[config.mk]
export PLATFORM = sky130hd
export DESIGN_NAME = cra_seq
export DESIGN_NICKNAME = d
export VERILOG_FILES = /design/src/rtl/cra_seq.sv
export SDC_FILE = /design/constraint.sdc
export NUM_CORES = 1
export LEC_CHECK = 0
export ABC_AREA = 0
export BUFFER_PORTS_ARGS = -buffer_cell sky130_fd_sc_hd__buf_2
export CAP_MARGIN = 20
export CORE_AREA = 2 2 123 125
export CTS_BUF_LIST = sky130_fd_sc_hd__clkbuf_4
export CTS_CLUSTER_DIAMETER = 30
export CTS_CLUSTER_SIZE = 40
export DETAILED_ROUTE_END_ITERATION = 10
export DIE_AREA = 0 0 125 127
export PLACE_DENSITY = 0.84
export REMOVE_ABC_BUFFERS = 1
export SYNTH_ARGS = -nofsm -noshare
export SYNTH_HDL_FRONTEND = slang
export SYNTH_SLANG_ARGS = --single-unit
[constraint.sdc]
create_clock -name clk -period 3.75 [get_ports clk]
set_clock_uncertainty 0.05 [all_clocks]
set_input_delay 0.375 -clock clk [delete_from_list [all_inputs] [get_ports clk]]
set_output_delay 0.375 -clock clk [all_outputs]
set_load 0.01 [all_outputs]
[src/rtl/cra_seq.sv]
// Microcode address sequencer: builds the next CRAM address from J, skip,
// dispatch and a call/return stack, and registers it as craAddr.
module cra_seq #(
  parameter int ADDR_W      = 11,
  parameter int STACK_DEPTH = 16,
  parameter int DISP_W      = 4
) (
  input  logic                             clk,
  input  logic                             resetN,
  input  logic                             stall,
  input  logic [ADDR_W-1:0]                j,
  input  logic                             skipEn,
  input  logic                             skipCond,
  input  logic                             dispEn,
  input  logic [DISP_W-1:0]                dispIn,
  input  logic                             call,
  input  logic                             ret,
  input  logic                             force1777,
  output logic [ADDR_W-1:0]                craAddr,
  output logic [$clog2(STACK_DEPTH):0]     stackDepth,
  output logic                             stackOvf,
  output logic                             stackUnf
);

  localparam int AW = $clog2(STACK_DEPTH);
  localparam int DW = AW + 1;
  localparam logic [ADDR_W-1:0] FORCE_ADDR = ADDR_W'(11'h3FF);

  logic [ADDR_W-1:0] addr_q, addr_d;
  logic [DW-1:0]     depth_q, depth_d;
  logic              ovf_q, ovf_d;
  logic              unf_q, unf_d;

  logic [ADDR_W-1:0] stack_q [STACK_DEPTH];
  logic              stack_we;
  logic [AW-1:0]     stack_wa;
  logic [ADDR_W-1:0] stack_wd;

  logic [AW-1:0]     top_idx;
  logic [ADDR_W-1:0] top;
  logic [ADDR_W-1:0] nxt;
  logic              empty;
  logic              full;

  always_comb begin
    empty    = (depth_q == '0);
    full     = (depth_q == DW'(STACK_DEPTH));
    // At depth == STACK_DEPTH the low bits wrap to 0, so minus one still hits the last entry.
    top_idx  = depth_q[AW-1:0] - AW'(1);
    top      = stack_q[top_idx];

    addr_d   = addr_q;
    depth_d  = depth_q;
    ovf_d    = ovf_q;
    unf_d    = unf_q;
    stack_we = 1'b0;
    stack_wa = depth_q[AW-1:0];
    stack_wd = addr_q;

    nxt = j;
    if (ret && !empty) nxt = top | j;
    if (skipEn && skipCond) nxt[0] = 1'b1;
    if (dispEn) nxt[DISP_W-1:0] = nxt[DISP_W-1:0] | dispIn;

    if (force1777) begin
      addr_d  = FORCE_ADDR;
      depth_d = '0;
    end else if (!stall) begin
      addr_d = nxt;
      if (call && ret) begin
        stack_we = 1'b1;
        if (!empty) begin
          stack_wa = top_idx;
        end else begin
          depth_d = DW'(1);
          unf_d   = 1'b1;
        end
      end else if (call) begin
        if (!full) begin
          stack_we = 1'b1;
          depth_d  = depth_q + DW'(1);
        end else begin
          ovf_d = 1'b1;
        end
      end else if (ret) begin
        if (!empty) depth_d = depth_q - DW'(1);
        else        unf_d   = 1'b1;
      end
    end
  end

  always_ff @(posedge clk or negedge resetN) begin
    if (!resetN) begin
      addr_q  <= '0;
      depth_q <= '0;
      ovf_q   <= 1'b0;
      unf_q   <= 1'b0;
    end else begin
      addr_q  <= addr_d;
      depth_q <= depth_d;
      ovf_q   <= ovf_d;
      unf_q   <= unf_d;
    end
  end

  // Stack contents need no reset: entries at or above depth_q are never read.
  always_ff @(posedge clk) begin
    if (stack_we) stack_q[stack_wa] <= stack_wd;
  end

  assign craAddr    = addr_q;
  assign stackDepth = depth_q;
  assign stackOvf   = ovf_q;
  assign stackUnf   = unf_q;

endmodule

# [After elaboration in Yosys (flattened, before gate mapping)]
# Memory sizes are Yosys's and may differ from the RTL's.
# Cells that the tools add are included.
[word_totals] word_cells=57 reg_bits=18 mem_count=1 out_inout_bits=18 mem_bits_rw=176
[classes] n_reduce_logical=10 n_mux=28 bitwise_logic=5 eq_ne=6 n_addsub=3
[memory_table] memory="stack_q" depth=16 width=11 read_ports=1 rd_ports_with_merged_regs=0 wr=1 line_no="34" rtl="logic [ADDR_W-1:0] stack_q [STACK_DEPTH];"
[ops] op="two-way mux 5 bit" n=8
[ops] op="two-way mux 11 bit" n=3
[ops] op="two-way mux 4 bit" n=5
[ops] op="two-way mux 1 bit" n=12
[ops] op="bitwise OR 11 bit" n=1
[ops] op="AND reduction 5 bit" n=2
[ops] op="inequality test 4 x 3 -> 1 bit (second input constant)" n=2
[ops] op="adder 5 x 1 -> 5 bit (second input constant)" n=1
[ops] op="equality test 5 bit (second input constant)" n=1
[ops] op="zero test 5 bit" n=1
[ops] op="subtractor 5 x 1 -> 5 bit (second input constant)" n=1
[ops] op="inequality test 2 x 1 -> 1 bit (second input constant)" n=2
[ops] op="bitwise OR 4 bit" n=1
[ops] op="AND reduction 4 bit" n=1
[ops] op="nonzero test 4 bit" n=1
[ops] op="subtractor 4 x 1 -> 4 bit (second input constant)" n=1
[ops] op="logical AND 1 bit" n=3
[ops] op="inequality test 3 bit (second input constant)" n=1
[ops] op="inverter 1 bit" n=3
[ops] op="nonzero test 2 bit" n=1
[ops] op="zero test 1 bit" n=1

# [Logic depth before layout (Yosys ltp)]
# Gate-level depths: netlist of the first run.
[logic_depth] depth_word=9 ltp_mapped=11 ltp_nobuf=7

# [Least setup slack after synthesis of the first run]
# No wires, ideal clock.
[synth_path] path_type="register to register" from="register depth_q[0] (netlist: stackDepth[0])" to="memory stack_q[13][0] (enable)" stages_incl_launch_ff=10 slack_ns=0.122 setup_time_ns=0.393 t_arrival_ns=3.185 path_cell_list="dfrtp_1 > buf_2 > buf_1 > inv_1 > ha_1 > clkbuf_1 > clkbuf_1 > and3_1 > a31oi_1 > nor3_1"
[synth_via] elab_chain_len=8 elab_cells_between_ends=14 classes_between="add/sub: 1; eq/ne: 1; mux: 11; reduce/logical: 1"
[synth_lines] element="from (decl)" line_no="30" rtl="logic [DW-1:0] depth_q, depth_d;"
[synth_lines] element="from (signal assigned)" line_no="100" rtl="depth_q <= depth_d;"
[synth_lines] element="equality test 5 bit" line_no="47" rtl="full = (depth_q == DW'(STACK_DEPTH));"
[synth_lines] element="two-way mux 1 bit" line_no="79" rtl="if (!full) begin"
[synth_lines] element="two-way mux 1 bit" line_no="78" rtl="end else if (call) begin"
[synth_lines] element="two-way mux 1 bit" line_no="70" rtl="if (call && ret) begin"
[synth_lines] element="two-way mux 1 bit" line_no="68" rtl="end else if (!stall) begin"
[synth_lines] element="two-way mux 1 bit" line_no="65" rtl="if (force1777) begin"
[synth_lines] element="two-way mux 1 bit" line_no="108" rtl="if (stack_we) stack_q[stack_wa] <= stack_wd;"
[synth_lines] element="two-way mux 1 bit (implied by the code)" line_no="108"
[synth_lines] element="to (decl)" line_no="34"
# Parallel ways exist; a longest one is shown, timed or not.

# [Worst setup path after layout of the first run]
[layout_path] from="register depth_q[0] (netlist: stackDepth[0])" to="memory stack_q[4][4] (enable)"
# Same word-level chain as after synthesis.

==> results of run 1 <==
-- timing repair --
| item | CTS | global route |
|---|---|---|
| hold endpoints to repair | 24 | 0 |
| hold buffers | 7 | 0 |
| gates resized for setup | 0 | 0 |
-- layer usage --
layer  GRT usage (%)  vias to the layer above  share of wire, %
li1                -                     1866                 -
met1           30.05                     2230                41
met2           34.46                      238                49
met3           4.313                       23               8.6
met4           7.647                        0               1.6
met5               0                        -                 0
-- cells in the mapped netlist (2+ instances only) --
master     count  share of area (%)
edfxtp_1     176                 67
mux4_2        44                 12
nor2_1        43                2.0
dfrtp_1       18                5.7
mux2_2        15                2.1
nor3_1        11               0.69
clkbuf_1      10               0.47
nand2_1        8               0.38
a2111oi_0      7               0.77
a31oi_1        7               0.55
inv_1          7               0.33
mux2i_1        7               0.88
a21oi_1        6               0.38
buf_2          6               0.38
ha_1           5               0.79
nand2b_1       5               0.39
a211o_1        4               0.44
a221oi_1       4               0.44
buf_1          3               0.14
o21ai_1        3               0.19
a21o_1         2               0.19
a311o_1        2               0.25
a41o_1         2               0.25
and2_1         2               0.16
and3_1         2               0.16
buf_6          2               0.28
nand3_1        2               0.13
nor4_1         2               0.16
xnor2_1        2               0.22
-- critical path: stages, from the launching register on --
cell and delay, ns:
dfrtp_4 0.61, inv_1 0.18, ha_2 0.24, nor3b_1 0.18, a211o_1 0.33, a311o_1 0.35
nand2b_1 0.23, nor2_1 0.37, buf_4 0.27
-- through the flow --
stage,instance area (um^2),instances,TNS (ns)
after CTS,8793,688,0
after global placement,8456,649,0
final,8793,688,0
after global routing,8793,688,0
after floorplan,7836,403,-253.24
after detailed placement,8456,649,0
-- state kept, by name, summed over array words and instances, names as in the netlist --
signal	count
stackDepth	5
stackOvf	1
stack_q	176
craAddr	11
stackUnf	1
-- area by class of cell --
cell class	count	area, um^2	area share, %
flip-flops and latches	194	5739	65.27
multi-input cells	202	2085	23.71
repair buffers	69	445.4	5.065
well taps	184	230.2	2.618
clock buffers	20	150.1	1.707
clock inverters	12	117.6	1.338
inverters	7	26.28	0.2988
-- cells by family after synthesis --
| logic type | count (synthesis) | share of synthesized area [%] |
|---|---|---|
| flops | 194 | 72.26 |
| simple gates | 84 | 5.107 |
| mux | 66 | 15.49 |
| compound gates | 43 | 4.161 |
| buf+inv | 28 | 1.608 |
| fa+ha+maj | 6 | 1.040 |
| xor+xnor | 3 | 0.3311 |
-- report_power, final --
part / switching [mW] / internal, mW / leakage, nW
Sequential: 0.161 / 2.49 / 1.73
Clock: 0.641 / 0.411 / 0.152
Combinational: 0.756 / 0.679 / 0.975
-- how the worst max path moves through the flow --
stage             startpoint        endpoint  slack, ns  cells after the start
5_1_grt        stackDepth[0]   stack_q[2][9]       0.49                      8
6_report       stackDepth[0]   stack_q[4][4]       0.66                      8
3_3_place_gp   stackDepth[0]     craAddr[10]       0.85                      6
4_1_cts        stackDepth[0]   stack_q[4][7]       0.70                      8
3_5_place_dp   stackDepth[0]   stack_q[4][5]       0.74                      8
2_1_floorplan  stackDepth[0]  stack_q[13][0]      -1.77                      5
==> impl_metrics.csv, run 1 <==
group,metric,value,unit
final_layout,final_cell_mix,"edfxtp_1 (176), mux4_2 (44), nor2_1 (43), buf_2 (41)",
pwr,power.leakage,2.857,nW
pwr,finalPower,5.135,mW
sta,period_minus_slack,3.095,ns
clock_tree,clockBufferDepth,2,
sta,setup_viol,0,
final_layout,utilization,60.96,%
sta,finalCritPeriodShare,82.53,%
grt,grt_antenna_before_repair,0,
drt,vias_per_cell,6.333,
critical_path,critPathArrivalTime,3.32,ns
drt,wl_per_cell,23.24,um
clock_tree,post_cts_buffers,0,
hold_path,hold_start,"j[10]",
critical_path,reg2reg_slack,0.66,ns
final_layout,final_layout_size_suffix_gt1_share,31.55,%
sta,worstMarginPinSlew,0.8614,ns
floorplanning,initial_utilization,55.03,%
clock_tree,insertion_delay,0.57,ns
grt,grt_use_total,21.49,%
clock_tree,clk_pin_slew_worst_paths,0.13,ns
grt,grt_pass1_vias,4382,
grt,grt_overflow,0,
clock_tree,h-tree-depth,4,
yosys,ys.flop_type,"edfxtp_1",
pwr,powerDensity,584.0,nW/um^2
critical_path,r2r-end,"stack_q[4][4]",
placed_design,place.gp.congestion,0.8750,
final_layout,area_growth,10.78,%
final_layout,num_antenna_cells,0,
floorplanning,rows,44,
clock_tree,cts-root-buf,"clkbuf_4",
pwr,irDropWorstVdd,0.3228,mV
yosys,seq_area_frac_synth,72.26,%
sta,relSlewSlack,42.36,%
hold_path,holdPathEnd,"craAddr[10]",
critical_path,startpoint_type,"register",
sta,max_freq,323.1,MHz
yosys,synthCells,424,
final_layout,layout.cells.most_common,"edfxtp_1",
placed_design,hpwlAfterDp,10500,um
outcome,status,"finished, final reports clean",
drt,vias,4357,
floorplanning,coreArea,14420,um^2
final_layout,fillCellCount,1008,
critical_path,r2r-start,"stackDepth[0]",
critical_path,critical_path_class,"reg -> reg",
floorplanning,die_w,125,um
clock_tree,cts_inserted_buffers,17,
hold_path,holdPathStages,3,
drt,wl,15990,um
sta,maxSlewViolCount,0,
yosys,synth-edff-count,176,
drt,postRouteAntennaNets,0,
clock_tree,cts_sinks,194,
placed_design,io_buffers,41,
yosys,avgSynthCellArea,18.72,um^2
drt,drc_errors,0,
critical_path,ff2ff_path_depth,8,
flow_run,maxCapViolations,0,
sta,fin_ws,0.6551,ns
sta,rsz0062_at_grt,"no",
yosys,ys_ff_latch,194,
placed_design,pre_cts_slack,0.7388,ns
grt,grt_pass1_wl,25210,um
floorplanning,die_area,15880,um^2
yosys,synth.distinct_cells,46,
critical_path,end_kind,"register",
floorplanning,die_h,127,um
hold_path,hold_path.class,"in -> reg",
critical_path,worstPathMaxFanout,17,
sta,hold_violations,0,
yosys,syn_area,7938,um^2
yosys,async_flop_share,9.278,%
drt,dr.pass1.iters,5,
drt,drt-initial-drc-count,477,
floorplanning,io_pins,42,
clock_tree,cts_tree,"yes",
final_layout,nets,521,
grt,grt_start_max_net_pins,42,
critical_path,worstPathRequired,3.97,ns
sta,hold_ws,0.05084,ns
yosys,yosysWarnings,0,
No activity file was read; power rests on OpenSTA's default activity.
==> run 2, diff against run 1 <==
Clock period 3.75 ns to 2.75 ns, I/O delays scaled along.
==> run 2 against run 1 <==
Compared with the run above:
- maximum frequency up 16%
- sequential share of layout area down 2.6 points
- worst hold slack worse by 0.016 ns
- non-clock buffer count up 38
- critical path type unchanged
- critical endpoint is now stack_q[3][8]
- largest cell class unchanged
- largest power group unchanged
==> impl_metrics.csv, run 2 (same netlist as run 1, synthesis figures left out) <==
group,metric,value,unit
floorplanning,initial_utilization,55.03,%
grt,grt_use_total,22.26,%
clock_tree,insertion_delay,0.57,ns
final_layout,regMostFlops,"stack_q",
drt,vias,4532,
drt,wl,17010,um
placed_design,hpwlAfterDp,11120,um
critical_path,startpoint_type,"register",
sta,hold_violations,0,
placed_design,place.gp.congestion,0.9087,
sta,tns,0,ns
clock_tree,clockBufferDepth,2,
drt,vias_per_cell,6.251,
critical_path,r2r-end,"stack_q[3][8]",
grt,grt_pass1_wl,26120,um
drt,dr.pass1.iters,5,
critical_path,reg2reg_slack,0.08,ns
sta,setup_viol,0,
critical_path,end_kind,"register",
drt,drc_errors,0,
final_layout,final_layout_size_suffix_gt1_share,37.34,%
placed_design,place_area,8691,um^2
grt,grt_overflow,0,
final_layout,num_antenna_cells,0,
final_layout,largest_reg_flops,176,
grt,grt_start_max_net_pins,26,
sta,relSlewSlack,55.06,%
placed_design,io_buffers,41,
drt,postRouteAntennaNets,0,
sta,maxSlewViolCount,0,
floorplanning,die_h,127,um
hold_path,holdPathEnd,"craAddr[3]",
critical_path,r2r-start,"stackDepth[0]",
sta,rsz0062_at_grt,"yes",
sta,fin_ws,0.07866,ns
pwr,power.leakage,3.020,nW
final_layout,fin_area,9151,um^2
final_layout,area_growth,15.29,%
clock_tree,cts_tree,"yes",
floorplanning,die_w,125,um
clock_tree,cts_inserted_buffers,17,
outcome,status,"finished, final reports clean",
clock_tree,h-tree-depth,4,
final_layout,final_cell_mix,"edfxtp_1 (176), mux4_2 (44), buf_2 (42), buf_4 (39), nor2_1 (38)",
clock_tree,cts-root-buf,"clkbuf_4",
critical_path,ff2ff_path_depth,9,
sta,period_minus_slack,2.671,ns
flow_run,maxCapViolations,0,
sta,worstMarginPinSlew,0.6741,ns
floorplanning,rows,44,
grt,grt_pass1_vias,4672,
pwr,irDropWorstVdd,0.5387,mV
clock_tree,cts_sinks,194,
placed_design,pre_cts_slack,-0.2844,ns
final_layout,layout.cells.most_common,"edfxtp_1",
floorplanning,io_pins,42,
pwr,powerDensity,773.8,nW/um^2
final_layout,nets,559,
critical_path,worstPathMaxFanout,11,
grt,grt_antenna_before_repair,0,
sta,max_freq,374.3,MHz
critical_path,critical_path_class,"reg -> reg",
hold_path,holdPathStages,4,
final_layout,utilization,63.45,%
clock_tree,post_cts_buffers,0,
floorplanning,die_area,15880,um^2
clock_tree,clk_pin_slew_worst_paths,0.13,ns
drt,drt-initial-drc-count,481,
critical_path,critPathArrivalTime,2.91,ns
hold_path,hold_path.class,"in -> reg",
hold_path,hold_start,"dispIn[3]",
critical_path,worstPathRequired,2.99,ns
sta,finalCritPeriodShare,97.14,%
drt,wl_per_cell,23.46,um
floorplanning,coreArea,14420,um^2
## run 2: how the worst max path moves through the flow
| stage | startpoint | to | slack, ns | depth (start not counted) |
|---|---|---|---|---|
| after global routing | stackDepth[0] | craAddr[5] | -0.04 | 7 |
| after detailed placement | stackDepth[0] | stack_q[1][9] | -0.28 | 7 |
| after global placement | stackDepth[0] | stack_q[1][2] | -0.24 | 7 |
| final | stackDepth[0] | stack_q[3][8] | 0.08 | 9 |
| after CTS | stackDepth[0] | craAddr[6] | 0.02 | 7 |
| after floorplan | stackDepth[0] | stack_q[13][0] | -2.77 | 5 |
## run 2: stage by stage
step | power (mW) | std cells | hold WS, ns
floorplan | 4.994 | 403 | -0.07059
finish | 7.081 | 725 | 0.03461
global route | 7.391 | 725 | 0.01917
global placement | 5.786 | 677 | 0.2017
detailed placement | 5.873 | 677 | 0.2141
CTS | 7.089 | 721 | 0.001167
## run 2: power by group
part	switching, mW	internal [mW]
Sequential	0.153	3.39
Clock	0.869	0.355
Combinational	1.17	1.14
## run 2: metal layers
layer / track usage (%) / share of wire [%] / vias up
met1: 29.09 / 38 / 2304
met2: 36.92 / 51 / 247
li1: - / - / 1945
met5: 0 / 0 / -
met3: 4.523 / 8.3 / 36
met4: 9.804 / 2.5 / 0
## run 2: layout make-up
cell class                      instances  area, um^2
Timing Repair Buffer                  107       805.8
Inverter                                7       26.28
Clock inverter                         12       70.07
Fill cell                             995        5273
Clock buffer                           19       142.6
Tap cell                              184       230.2
Sequential cell                       194        5739
Multi-Input combinational cell        202        2137
## run 2: critical path, cell delays in order (launching register included)
cell	delay, ns
dfrtp_4	0.49
inv_1	0.09
ha_2	0.19
or4b_4	0.46
and2_4	0.17
a311oi_2	0.33
nand2_2	0.13
buf_4	0.15
nor2_1	0.13
buf_6	0.19
## run 2: what timing repair did
| item | CTS | global route |
|---|---|---|
| hold buffers | 13 | 0 |
| pin swaps | 0 | 3 |
| gates cloned | 0 | 4 |
| hold endpoints to repair | 28 | 0 |
| setup endpoints to repair | 23 | 135 |
| resized for setup | 5 | 26 |
